### config.mk
export PLATFORM = sky130hd
export DESIGN_NAME = router_egress_scheduler
export DESIGN_NICKNAME = d
export VERILOG_FILES = /design/src/rtl/router_egress_scheduler.sv
export SDC_FILE = /design/constraint.sdc
export NUM_CORES = 1
export LEC_CHECK = 0
export ABC_AREA = 1
export CAP_MARGIN = 25
export CORE_ASPECT_RATIO = 1.2
export CORE_MARGIN = 2
export CORE_UTILIZATION = 45
export CTS_BUF_LIST = sky130_fd_sc_hd__clkbuf_4 sky130_fd_sc_hd__clkbuf_8
export DETAILED_ROUTE_END_ITERATION = 8
export GPL_TIMING_DRIVEN = 0
export PLACE_DENSITY = 0.74
export RECOVER_POWER = 25
export SLEW_MARGIN = 10
export SYNTH_ARGS = -nofsm -noshare
export SYNTH_HDL_FRONTEND = slang
export SYNTH_SLANG_ARGS = --single-unit
### constraint.sdc
create_clock -name clk -period 7.4 [get_ports clk]
set_input_delay 1.11 -clock clk [delete_from_list [all_inputs] [get_ports clk]]
set_output_delay 1.11 -clock clk [all_outputs]
set_load 0.01 [all_outputs]
### src/rtl/router_egress_scheduler.sv
// Purpose: round-robin, packet-granular drain of three router channels onto one byte-wide valid/ready egress link.
// Latency: one arbitration cycle, header read to link_valid in two cycles, then 1 byte/cycle with link_ready high.
// Backpressure: link_ready stalls a 2-entry output buffer; a read is issued only when a buffer slot is guaranteed.
module router_egress_scheduler #(
   parameter int DATA_W    = 8,
   parameter int STALL_MAX = 16
) (
   input  logic              clk,
   input  logic              rst,
   input  logic              vld_out_0,
   input  logic              vld_out_1,
   input  logic              vld_out_2,
   input  logic [DATA_W-1:0] data_out_0,
   input  logic [DATA_W-1:0] data_out_1,
   input  logic [DATA_W-1:0] data_out_2,
   output logic              re_0,
   output logic              re_1,
   output logic              re_2,
   output logic [DATA_W-1:0] link_data,
   output logic              link_valid,
   input  logic              link_ready,
   output logic              link_sop,
   output logic              link_eop,
   output logic              link_err,
   output logic [1:0]        grant,
   output logic              busy
);

   localparam int SW = $clog2(STALL_MAX + 1);

   typedef enum logic [2:0] {IDLE, RD_HDR, RD_BODY, FLUSH, ABORT} state_t;

   typedef struct packed {
      logic              sop;
      logic              eop;
      logic [DATA_W-1:0] dat;
   } entry_t;

   state_t            state, state_nxt;
   logic [1:0]        gnt_q, last_q, arb_ch;
   logic [1:0]        p0, p1, p2;
   logic              arb_vld;
   logic [2:0]        vld_vec;
   logic              vld_g;
   logic [DATA_W-1:0] dat_g;

   entry_t            obuf_mem [2];
   logic              ob_rd, ob_wr;
   logic [1:0]        occ;
   logic              push, pop;

   logic              infl, infl_sop, infl_eop;
   logic [6:0]        remaining, rem_eff;
   logic [SW-1:0]     stall_cnt;
   logic              stall_hit, credit;
   logic              issue, iss_sop, iss_eop;
   logic [2:0]        used;
   entry_t            head;

   assign vld_vec = {vld_out_2, vld_out_1, vld_out_0};

   // Mux the granted channel's status and read data.
   always_comb begin
      vld_g = 1'b0;
      dat_g = '0;
      case (gnt_q)
         2'd0:    begin vld_g = vld_out_0; dat_g = data_out_0; end
         2'd1:    begin vld_g = vld_out_1; dat_g = data_out_1; end
         2'd2:    begin vld_g = vld_out_2; dat_g = data_out_2; end
         default: ;
      endcase
   end

   // Round-robin pick: search last+1, last+2, last.
   always_comb begin
      case (last_q)
         2'd0:    begin p0 = 2'd1; p1 = 2'd2; p2 = 2'd0; end
         2'd1:    begin p0 = 2'd2; p1 = 2'd0; p2 = 2'd1; end
         default: begin p0 = 2'd0; p1 = 2'd1; p2 = 2'd2; end
      endcase
      arb_vld = |vld_vec;
      arb_ch  = p2;
      if (vld_vec[p0])      arb_ch = p0;
      else if (vld_vec[p1]) arb_ch = p1;
   end

   // The header sits on data_out the cycle after its read, so the body count is
   // taken straight from it; this lets the first body read overlap the header capture.
   assign pop       = (occ != 2'd0) && link_ready;
   assign push      = infl;
   assign used      = {1'b0, occ} + {2'b00, infl};
   assign credit    = pop ? (used < 3'd3) : (used < 3'd2);
   assign rem_eff   = (infl && infl_sop) ? ({1'b0, dat_g[7:2]} + 7'd1) : remaining;
   assign stall_hit = !vld_g && (stall_cnt == SW'(STALL_MAX - 1));

   // State register.
   always_ff @(posedge clk or posedge rst) begin
      if (rst) state <= IDLE;
      else     state <= state_nxt;
   end

   // Next state, read issue and abort pulse.
   always_comb begin
      state_nxt = state;
      issue     = 1'b0;
      iss_sop   = 1'b0;
      iss_eop   = 1'b0;
      link_err  = 1'b0;
      case (state)
         IDLE: begin
            if (arb_vld) state_nxt = RD_HDR;
         end
         RD_HDR: begin
            if (stall_hit) begin
               state_nxt = ABORT;
            end else if (vld_g && credit) begin
               issue     = 1'b1;
               iss_sop   = 1'b1;
               state_nxt = RD_BODY;
            end
         end
         RD_BODY: begin
            if (stall_hit) begin
               state_nxt = ABORT;
            end else if (vld_g && credit && (rem_eff != 7'd0)) begin
               issue   = 1'b1;
               iss_eop = (rem_eff == 7'd1);
               if (rem_eff == 7'd1) state_nxt = FLUSH;
            end
         end
         FLUSH: begin
            // Leave as soon as the eop byte is accepted.
            if (!infl && ((occ == 2'd0) || ((occ == 2'd1) && pop))) state_nxt = IDLE;
         end
         ABORT: begin
            if (!infl && (occ == 2'd0)) begin
               link_err  = 1'b1;
               state_nxt = IDLE;
            end
         end
         default: state_nxt = IDLE;
      endcase
   end

   // Grant capture at arbitration; remember the served channel on return to IDLE.
   always_ff @(posedge clk or posedge rst) begin
      if (rst) begin
         gnt_q  <= 2'd0;
         last_q <= 2'd2;
      end else begin
         if (state == IDLE && arb_vld) gnt_q <= arb_ch;
         if (state != IDLE && state_nxt == IDLE) last_q <= gnt_q;
      end
   end

   // Bytes still to be read for the packet, and the consecutive-stall counter.
   always_ff @(posedge clk or posedge rst) begin
      if (rst) begin
         remaining <= '0;
         stall_cnt <= '0;
      end else begin
         if (state == RD_BODY) remaining <= rem_eff - {6'd0, issue};
         else                  remaining <= '0;
         if ((state == RD_HDR || state == RD_BODY) && !vld_g) stall_cnt <= stall_cnt + SW'(1);
         else                                                 stall_cnt <= '0;
      end
   end

   // One read may be in flight; its tags travel with it.
   always_ff @(posedge clk or posedge rst) begin
      if (rst) begin
         infl     <= 1'b0;
         infl_sop <= 1'b0;
         infl_eop <= 1'b0;
      end else begin
         infl     <= issue;
         infl_sop <= iss_sop;
         infl_eop <= iss_eop;
      end
   end

   // Two-entry output buffer; simultaneous push and pop keep occupancy and order.
   always_ff @(posedge clk or posedge rst) begin
      if (rst) begin
         obuf_mem[0] <= '0;
         obuf_mem[1] <= '0;
         ob_rd       <= 1'b0;
         ob_wr       <= 1'b0;
         occ         <= 2'd0;
      end else begin
         if (push) begin
            obuf_mem[ob_wr] <= {infl_sop, infl_eop, dat_g};
            ob_wr           <= ~ob_wr;
         end
         if (pop) ob_rd <= ~ob_rd;
         occ <= occ + {1'b0, push} - {1'b0, pop};
      end
   end

   assign head       = obuf_mem[ob_rd];
   assign link_valid = (occ != 2'd0);
   assign link_data  = link_valid ? head.dat : '0;
   assign link_sop   = link_valid & head.sop;
   assign link_eop   = link_valid & head.eop;
   assign re_0       = issue && (gnt_q == 2'd0);
   assign re_1       = issue && (gnt_q == 2'd1);
   assign re_2       = issue && (gnt_q == 2'd2);
   assign busy       = (state != IDLE);
   assign grant      = (state == IDLE) ? 2'd0 : gnt_q;

endmodule

==> results of run 1 <==
==> through the flow <==
stage | instance area (sq um) | hold WS, ps
global placement | 3290 | 452
finish | 3400 | 464
floorplan | 2710 | 433
CTS | 3430 | 471
detailed placement | 3310 | 459
global route | 3400 | 481
==> cell type report <==
type	instances	area (sq um)
fillers	583	2530
multi-input cells	260	1340
flip-flops and latches	46	1150
repair buffers	48	474
inverters	48	183
well taps	82	103
clock buffers	6	76.3
clock inverters	2	37.5
plain buffers	6	35.0
==> layer usage <==
| layer | GRT usage, % | up-vias | routed length, um |
|---|---|---|---|
| met5 | 0 | - | 0 |
| met4 | 9.90 | 0 | 221 |
| met3 | 3.38 | 21 | 302 |
| met2 | 36.0 | 67 | 3180 |
| met1 | 24.3 | 1173 | 2740 |
| li1 | - | 1277 | - |
==> cells by family (layout without fill, tap and decap cells) <==
| kind of cell | Yosys count | count (layout) |
|---|---|---|
| compound gates | 53 | 53 |
| simple gates | 190 | 190 |
| fa+ha+maj | 10 | 10 |
| xor+xnor | 6 | 6 |
| buf+inv | 54 | 110 |
| flops | 46 | 46 |
| mux | 1 | 1 |
==> sequential cells by signal (all words and copies together) (netlist names) <==
name and flops:
gnt_q 2, infl 1, infl_eop 1, infl_sop 1, last_q 2, ob_rd 1
ob_wr 1, obuf_mem 20, occ 2, remaining 7, stall_cnt 5, state 3
==> report_power, final <==
part	internal, mW	total [mW]	switching, mW
registers	0.340	0.393	0.0529
clock network	0.105	0.193	0.0888
logic	0.279	0.700	0.420
==> cell usage after synthesis, types with 2 or more instances <==
library cell               instances  area (sq um)
sky130_fd_sc_hd__a21boi_1          2          15.0
sky130_fd_sc_hd__a21oi_1          15          75.1
sky130_fd_sc_hd__a31oi_1           2          12.5
sky130_fd_sc_hd__clkbuf_1          3          11.3
sky130_fd_sc_hd__clkinv_1          4          15.0
sky130_fd_sc_hd__dfrtp_1          45          1130
sky130_fd_sc_hd__ha_1             10           125
sky130_fd_sc_hd__inv_1            38           143
sky130_fd_sc_hd__inv_2             5          18.8
sky130_fd_sc_hd__nand2_1         104           390
sky130_fd_sc_hd__nand3_1          29           145
sky130_fd_sc_hd__nand3_2           8          80.1
sky130_fd_sc_hd__nand4_1           8          50.1
sky130_fd_sc_hd__nor2_1           28           105
sky130_fd_sc_hd__nor2_2            3          18.8
sky130_fd_sc_hd__nor3_1            2          10.0
sky130_fd_sc_hd__nor3_2            2          20.0
sky130_fd_sc_hd__o21ai_0          28           140
sky130_fd_sc_hd__o21ai_1           2          10.0
sky130_fd_sc_hd__o21ai_2           2          17.5
sky130_fd_sc_hd__xor2_1            5          43.8
==> final timing paths <==
kind / startpoint / to / slack [ps] / cells after the start
max: data_out_0[3] / re_1 / 2780 / 13
max reg2reg: gnt_q[1] / remaining[4] / 4220 / 16
min: stall_cnt[0] / stall_cnt[0] / 460 / 1
min reg2reg: stall_cnt[0] / stall_cnt[0] / 460 / 1
max in group asynchronous: rst / remaining[3] / 4370 / 3
min in group asynchronous: rst / obuf_mem[9] / 1400 / 2
==> results summary, run 1 <==
The count of max-cap constraint violations came out at 0. The first global-routing pass estimated 10.3 mm of wire. The end-of-flow core utilization is 57.4%. The die covers roughly 0.0067 sq mm. The number of max-slew violations in the final report came to 0. In this run the static leakage power is between 1.5 and 2 nW. Traced cell by cell, the critical path runs through clkdlybuf4s50_1 > nand2_1 > nand3_2 > ha_1 > nand3_1 > nand2_1 > nand3_1 > nand2_1 > nor3_2 > nand3_1 > nand2_1 > a21oi_1 > clkdlybuf4s50_1. The signed area change from the synthesized netlist to the final layout is 25.4%. The number of I/O port buffers is 47. The library cell used most frequently in the layout, excluding fill and tap cells, is sky130_fd_sc_hd__nand2_1. The number of enable flip-flop cells after synthesis is 0.

The maximum clock insertion buffer count is 2. OpenSTA, run right after detailed placement, puts the worst setup slack at around 2800 ps. Cells with a size suffix above 1 make up under 10% of the layout. The synthesized cell area came out at roughly 0.0027 sq mm.

The final count of hold timing violations came out at 0. The starting density of the core is a little under half. The transition time of the tightest slew-check pin came out at ~1300 ps. Setup repair after global routing left no endpoint under its margin. The number of nets in the synthesized netlist is 400.

The kind of path behind the tightest hold check is reg -> reg. The post-DP HPWL is 4.91 mm. The simple-gate portion of the synthesized area came out at ~32%.

In the finished design, the share of the clock period the worst path needs comes to just over 60%. The detail-routed via count per cell is approximately 5.1. The number of setup violations in the final report is 0. The floorplan step defined a core boundary enclosing 0.00593 sq mm.

Each instance of the synthesized netlist takes up on average between 7 and 8 sq um. The post-route setup TNS is 0 ps. The synthesized-area fraction occupied by ao, oa, aoi and oai cells is 10.6%.

The post-synthesis register bit count came out at 46. The number of core rows came out at 31. The number of cells after detailed placement is just under 500. From left edge to right edge, the die measures approximately 75 um. The placer congestion estimate came out at about 0.90.

The largest fanout on the critical path came out at 6. After detailed routing, the number of remaining DRC violations is 0. STA classifies the critical path endpoint as an output pin. Global routing finished with a remaining overflow of 0. The count of nets left with antenna violations once routing finished came out at 0. In the synthesized netlist the async set-or-reset flop fraction comes to 100%. The multiplexer share of the synthesized area is 0.369%. The routed wire length per instance is between 10 and 15 um.

For the worst setup path, the data required time is between 6000 and 7000 ps. The number of antenna violations at the first check in global routing is 0. By area, the combinational part of the netlist is dominated by simple AND/OR/NAND/NOR gates.

After clock tree synthesis, the clock-pin slew on the worst setup and hold paths is around 90 ps. The total number of vias is roughly 2500. The number of CTS-inserted buffers came out at 5.

The delay of the slowest critical-path stage is 490 ps. Entering global routing, the biggest net connects 25 pins. The die height came out at between 80 and 90 um. After Yosys synthesis, XOR and XNOR cells account for about 1.9% of the synthesized area. Grouping stages by cell kind, the critical path spends the most delay in simple AND/OR/NAND/NOR gates. Counting stages on the worst path, the most repeated cell is sky130_fd_sc_hd__nand2_1. For this run, the leading register cell type out of synthesis is sky130_fd_sc_hd__dfrtp_1. The worst-case IR drop observed on VDD is 176 uV. The combined buffer and inverter count along the critical path is 2. The number of hold buffers added after CTS was 0. The root buffer selected by CTS is sky130_fd_sc_hd__clkbuf_8. TritonCTS built the clock tree. Excluding fillers, the count of instances in the completed layout stands at 498. The number of global-route vias before repair is 2325.

The number of cells produced by synthesis came out at 360. The post-layout worst setup margin came out at approximately 2800 ps. Once the clock tree was built, the resizer swapped 0 gates to a different size. The critical path is of the in -> out type. For this run, the detailed router's first-pass iteration total came to 4. For this design the top-level I/O count stands at 48. For this block, the initial DRC count from the detailed router was 118.

The total power density per cell area is around 380 mW/mm^2. In the layout the commonest cells are sky130_fd_sc_hd__nand2_1 (104), sky130_fd_sc_hd__dfrtp_1 (45), sky130_fd_sc_hd__clkdlybuf4s50_1 (45), sky130_fd_sc_hd__inv_1 (38), sky130_fd_sc_hd__nand3_1 (29). Total power for the finished layout comes to about 1.3 mW. The number of levels the H-tree was split into is 2. The count of inserted antenna diode cells is 0.

The cell with the largest stage delay on the worst path is sky130_fd_sc_hd__clkdlybuf4s50_1. STA puts the critical path data arrival time at about 3500 ps. The all-layer global routing usage came out at about a fifth. The count of unique library cells instantiated by Yosys is 36. The run finished with clean final reports. The setup clock skew after layout is roughly 5 ps. Based on the critical path, the design can be clocked at up to ~220 MHz. The clock insertion delay at the later pin of the skew report came out at between 300 and 400 ps. The number of clock sinks is 46. After layout, the minimum clock period comes to between 4000 and 5000 ps. Yosys printed 0 warnings. The worst slew margin relative to its limit came out at around 16%.

The count of buffers added by post-CTS timing repair for setup is 0. The part of the Yosys area used for sequential elements came out at 42.5%. The final layout contains 455 nets. STA classifies the critical path startpoint as a primary input.

Summed over all layers, the routed wires come to ~6.4 mm. Summing the areas of all fa, ha and maj instances in the mapped netlist gives 4.61% of the synthesized area.
Note: power is estimated with default switching activity, not from simulation.
==> run 2, diff against run 1 <==
==> constraint.sdc (replaced) <==
create_clock -name clk -period 4.7 [get_ports clk]
set_input_delay 0.705 -clock clk [delete_from_list [all_inputs] [get_ports clk]]
set_output_delay 0.705 -clock clk [all_outputs]
set_load 0.01 [all_outputs]
==> run 2 against run 1 <==
  * Worst hold slack stayed put
  * Routed wire length hardly changed
  * Critical path depth stayed put
  * Clock skew stayed put
  * Setup slack worse by 1900 ps
  * Largest power group unchanged
==> results summary, run 2 (synthesis results as in run 1) <==
Run status: finished clean (unchanged). The number of global-route vias before repair came out at 2325 (unchanged). Regs by FF count: obuf_mem x20, remaining x7, stall_cnt x5 (unchanged). The clock insertion delay at the later pin of the skew report came to 310 ps (about the same). The die height came to 89.1 um (unchanged). The most common cell after layout, fill and taps aside is sky130_fd_sc_hd__nand2_1 (unchanged).

Unrepaired setup endpoints after global routing: false (unchanged). The root buffer selected by CTS is sky130_fd_sc_hd__clkbuf_8 (unchanged). The CTS tree is done (unchanged). The wire length of the first global-routing pass is 10.3 mm (unchanged).

The starting density of the core is 45.7% (unchanged). The overall die area came out at 0.00667 sq mm (unchanged). The maximum clock insertion buffer count is 2 (unchanged). The kind of launch point of the worst setup path is a primary input (unchanged). The total number of vias is 2538 (unchanged). The post-DP HPWL came out at 4.91 mm (unchanged).

The total power draw came out at 2.03 mW (was 1.29 mW). The library cell appearing most often on the critical path was sky130_fd_sc_hd__nand2_1 (unchanged). The starting DRC count in detailed routing was 118 (unchanged). The detail-routed via count per cell came out at 5.10 (unchanged). The setup clock skew after layout came out at 5.03 ps (unchanged). The worst slew margin relative to its limit came out at 15.7% (unchanged). The count of inserted antenna diode cells came out at 0 (unchanged).

The all-layer global routing usage came out at 20.6% (unchanged). The clock transition at the register clock pins on the worst setup and hold paths after CTS was 90 ps (about the same). The number of flip-flops under the largest register name came out at 20 (unchanged). The number of max-slew violations in the final report came to 0 (unchanged). The number of core rows came out at 31 (unchanged). The routed wire length per instance came out at 12.9 um (about the same). The placer congestion estimate came out at 0.895 (unchanged).

The number of setup violations in the final report is 0 (unchanged). The minimum period implied by the final worst setup slack is ~3800 ps. The number of I/O port buffers came out at 47 (unchanged). The net switching fraction of the power came out at 43.7% (about the same). The largest net degree at the start of global routing came out at 25 (unchanged). The cell-internal power came out at 1.14 mW (was 0.724 mW). The critical path capture point type was an output pin (unchanged). The number of instances resized during post-cts repair came out at 0 (unchanged).

The number of cells in the finished layout apart from fillers is 498 (unchanged). The hold-critical path depth came out at 1 (unchanged). The combined buffer and inverter count along the critical path is 2 (unchanged). The total wirelength of the detailed-routed design is 6.44 mm (about the same). The count of max-cap constraint violations was 0 (unchanged). The number of clock sinks is 46 (unchanged).

The top-level port count is 48 (unchanged). The remaining number of nets flagged by the antenna check after routing came out at 0 (unchanged). The transition time of the tightest slew-check pin is 1260 ps (unchanged). The share of total power in the clock network came out at 15.0% (about the same). The worst ir drop on vdd came to 278 uV (was 176 uV). Top library cells by usage in the layout, fill and taps aside: sky130_fd_sc_hd__nand2_1 (104), sky130_fd_sc_hd__clkdlybuf4s50_1 (46), sky130_fd_sc_hd__dfrtp_1 (45), sky130_fd_sc_hd__inv_1 (38), sky130_fd_sc_hd__nand3_1 (29) (was sky130_fd_sc_hd__nand2_1 (104), sky130_fd_sc_hd__dfrtp_1 (45), sky130_fd_sc_hd__clkdlybuf4s50_1 (45), sky130_fd_sc_hd__inv_1 (38), sky130_fd_sc_hd__nand3_1 (29)). The total power density per cell area is 595 mW/mm^2 (was 378 mW/mm^2). The count of buffers added by post-CTS timing repair for setup came out at 0 (unchanged). The fraction of final layout cells with drive strength greater than 1 was 8.89% (unchanged). The upper clock frequency limit came out at ~260 MHz. The final count of hold timing violations was 0 (unchanged). The sequential standard cell area is 0.00115 sq mm (unchanged). The kind of path behind the tightest hold check is reg -> reg (unchanged). The remaining routing DRC violations came to 0 (unchanged). Worst-path cell chain: clkdlybuf4s50_1 > nand2_1 > nand3_2 > ha_1 > nand3_1 > nand2_1 > nand3_1 > nand2_1 > nor3_2 > nand3_1 > nand2_1 > a21oi_1 > clkdlybuf4s50_1 (unchanged). The worst reg2reg path depth was 16 (unchanged). The number of CTS-inserted buffers was 5 (unchanged). The sequential power share is 30.6% (about the same). The number of cells after detailed placement is 490 (unchanged).

The delay of the slowest critical-path stage is 490 ps (about the same). The number of levels the H-tree was split into came out at 2 (unchanged). The largest fanout on the critical path came to 6 (unchanged). The net total in the final layout is 455 (unchanged).

The cell with the largest stage delay on the worst path is sky130_fd_sc_hd__clkdlybuf4s50_1 (unchanged). The number of antenna violations at the first check in global routing is 0 (unchanged). The leakage power is 1.64 nW (was 1.65 nW).

The switching power total came to 0.885 mW (was 0.562 mW). The area of the multi-input gates was 0.00134 sq mm (unchanged). The required time reported for the critical path endpoint came out at 3990 ps (was 6290 ps). The signed area change from the synthesized netlist to the final layout came to 25.4% (unchanged). The global route total overflow came out at 0 (unchanged). The combinational power share came out at 54.4% (about the same). The count of filler cells inserted in the layout is 583 (unchanged). The arrival time of the worst setup path came out at 3100 ps (was 3510 ps). The type of the worst setup path is in -> out (unchanged). The share of the clock period used by the worst path after layout is between 80% and 90%. The horizontal die dimension came out at 74.9 um (unchanged).

The number of detailed-routing iterations run before antenna repair is 4 (unchanged). The kind of cell with the highest combined delay on the critical path is simple AND/OR/NAND/NOR gates (unchanged). The total core area is 0.00593 sq mm (unchanged). The largest register by flop count is obuf_mem (unchanged). The post-cts hold buffer count is 0 (unchanged).

The post-route setup TNS came out at 0 ps (unchanged). The critical path depth is 13 (unchanged).
run 2: cell types whose count changed in the layout (fill, tap and decap cells not counted):
cell                              previous run  this run
sky130_fd_sc_hd__clkdlybuf4s50_1            45        46
sky130_fd_sc_hd__dlygate4sd3_1               2         1
run 2: power groups by stage:
stage,Sequential (mW),Combinational (mW),Clock (mW)
after floorplan,0.607,0.733,0
after global placement,0.623,1.08,0
after detailed placement,0.629,1.11,0
after CTS,0.621,1.12,0.310
after global routing,0.636,1.25,0.320
final,0.619,1.10,0.304
run 2: worst register-to-register path: stages (launching register included):
cell                      delay (ps)
sky130_fd_sc_hd__dfrtp_1         390
sky130_fd_sc_hd__buf_6           160
sky130_fd_sc_hd__nor2_4          270
sky130_fd_sc_hd__nand2_1         150
sky130_fd_sc_hd__nand3_2         160
sky130_fd_sc_hd__ha_1            250
sky130_fd_sc_hd__mux2i_1         270
sky130_fd_sc_hd__nand3_1         120
sky130_fd_sc_hd__nor2_1          160
sky130_fd_sc_hd__nand3_1         110
sky130_fd_sc_hd__nand2_1         140
sky130_fd_sc_hd__nand2_1         110
sky130_fd_sc_hd__ha_1            220
sky130_fd_sc_hd__ha_1            200
sky130_fd_sc_hd__nand3_1         150
sky130_fd_sc_hd__xor2_1          170
sky130_fd_sc_hd__nor2_1           50
run 2: layout make-up:
type	count	area share, %
clock inverters	2	1.10
plain buffers	6	1.03
inverters	48	5.37
clock buffers	6	2.24
flip-flops and latches	46	33.8
repair buffers	48	13.9
well taps	82	3.01
multi-input cells	260	39.5
run 2: metal layers:
metal	part of all wire (%)	global-route usage [%]	vias up
li1	-	-	1277
met1	42	24.3	1173
met2	49	36.0	67
met3	4.7	3.38	21
met4	3.4	9.90	0
met5	0	0	-
run 2: path summary, 6_finish.rpt:
path / startpoint / slack, ps / to
min in group asynchronous: rst / 990 / obuf_mem[9]
max in group asynchronous: rst / 2080 / remaining[3]
max: data_out_0[3] / 890 / re_1
max reg2reg: gnt_q[1] / 1520 / remaining[4]
min reg2reg: stall_cnt[0] / 460 / stall_cnt[0]
min: stall_cnt[0] / 460 / stall_cnt[0]
run 2: stage by stage:
step	instance area, sq um	hold slack (ps)	util [%]	setup WS [ps]
6_report	3400	464	57.4	895
3_5_place_dp	3310	459	55.9	931
5_1_grt	3400	481	57.4	673
2_1_floorplan	2710	433	-	1980
4_1_cts	3430	471	57.8	888
3_3_place_gp	3290	452	55.4	960
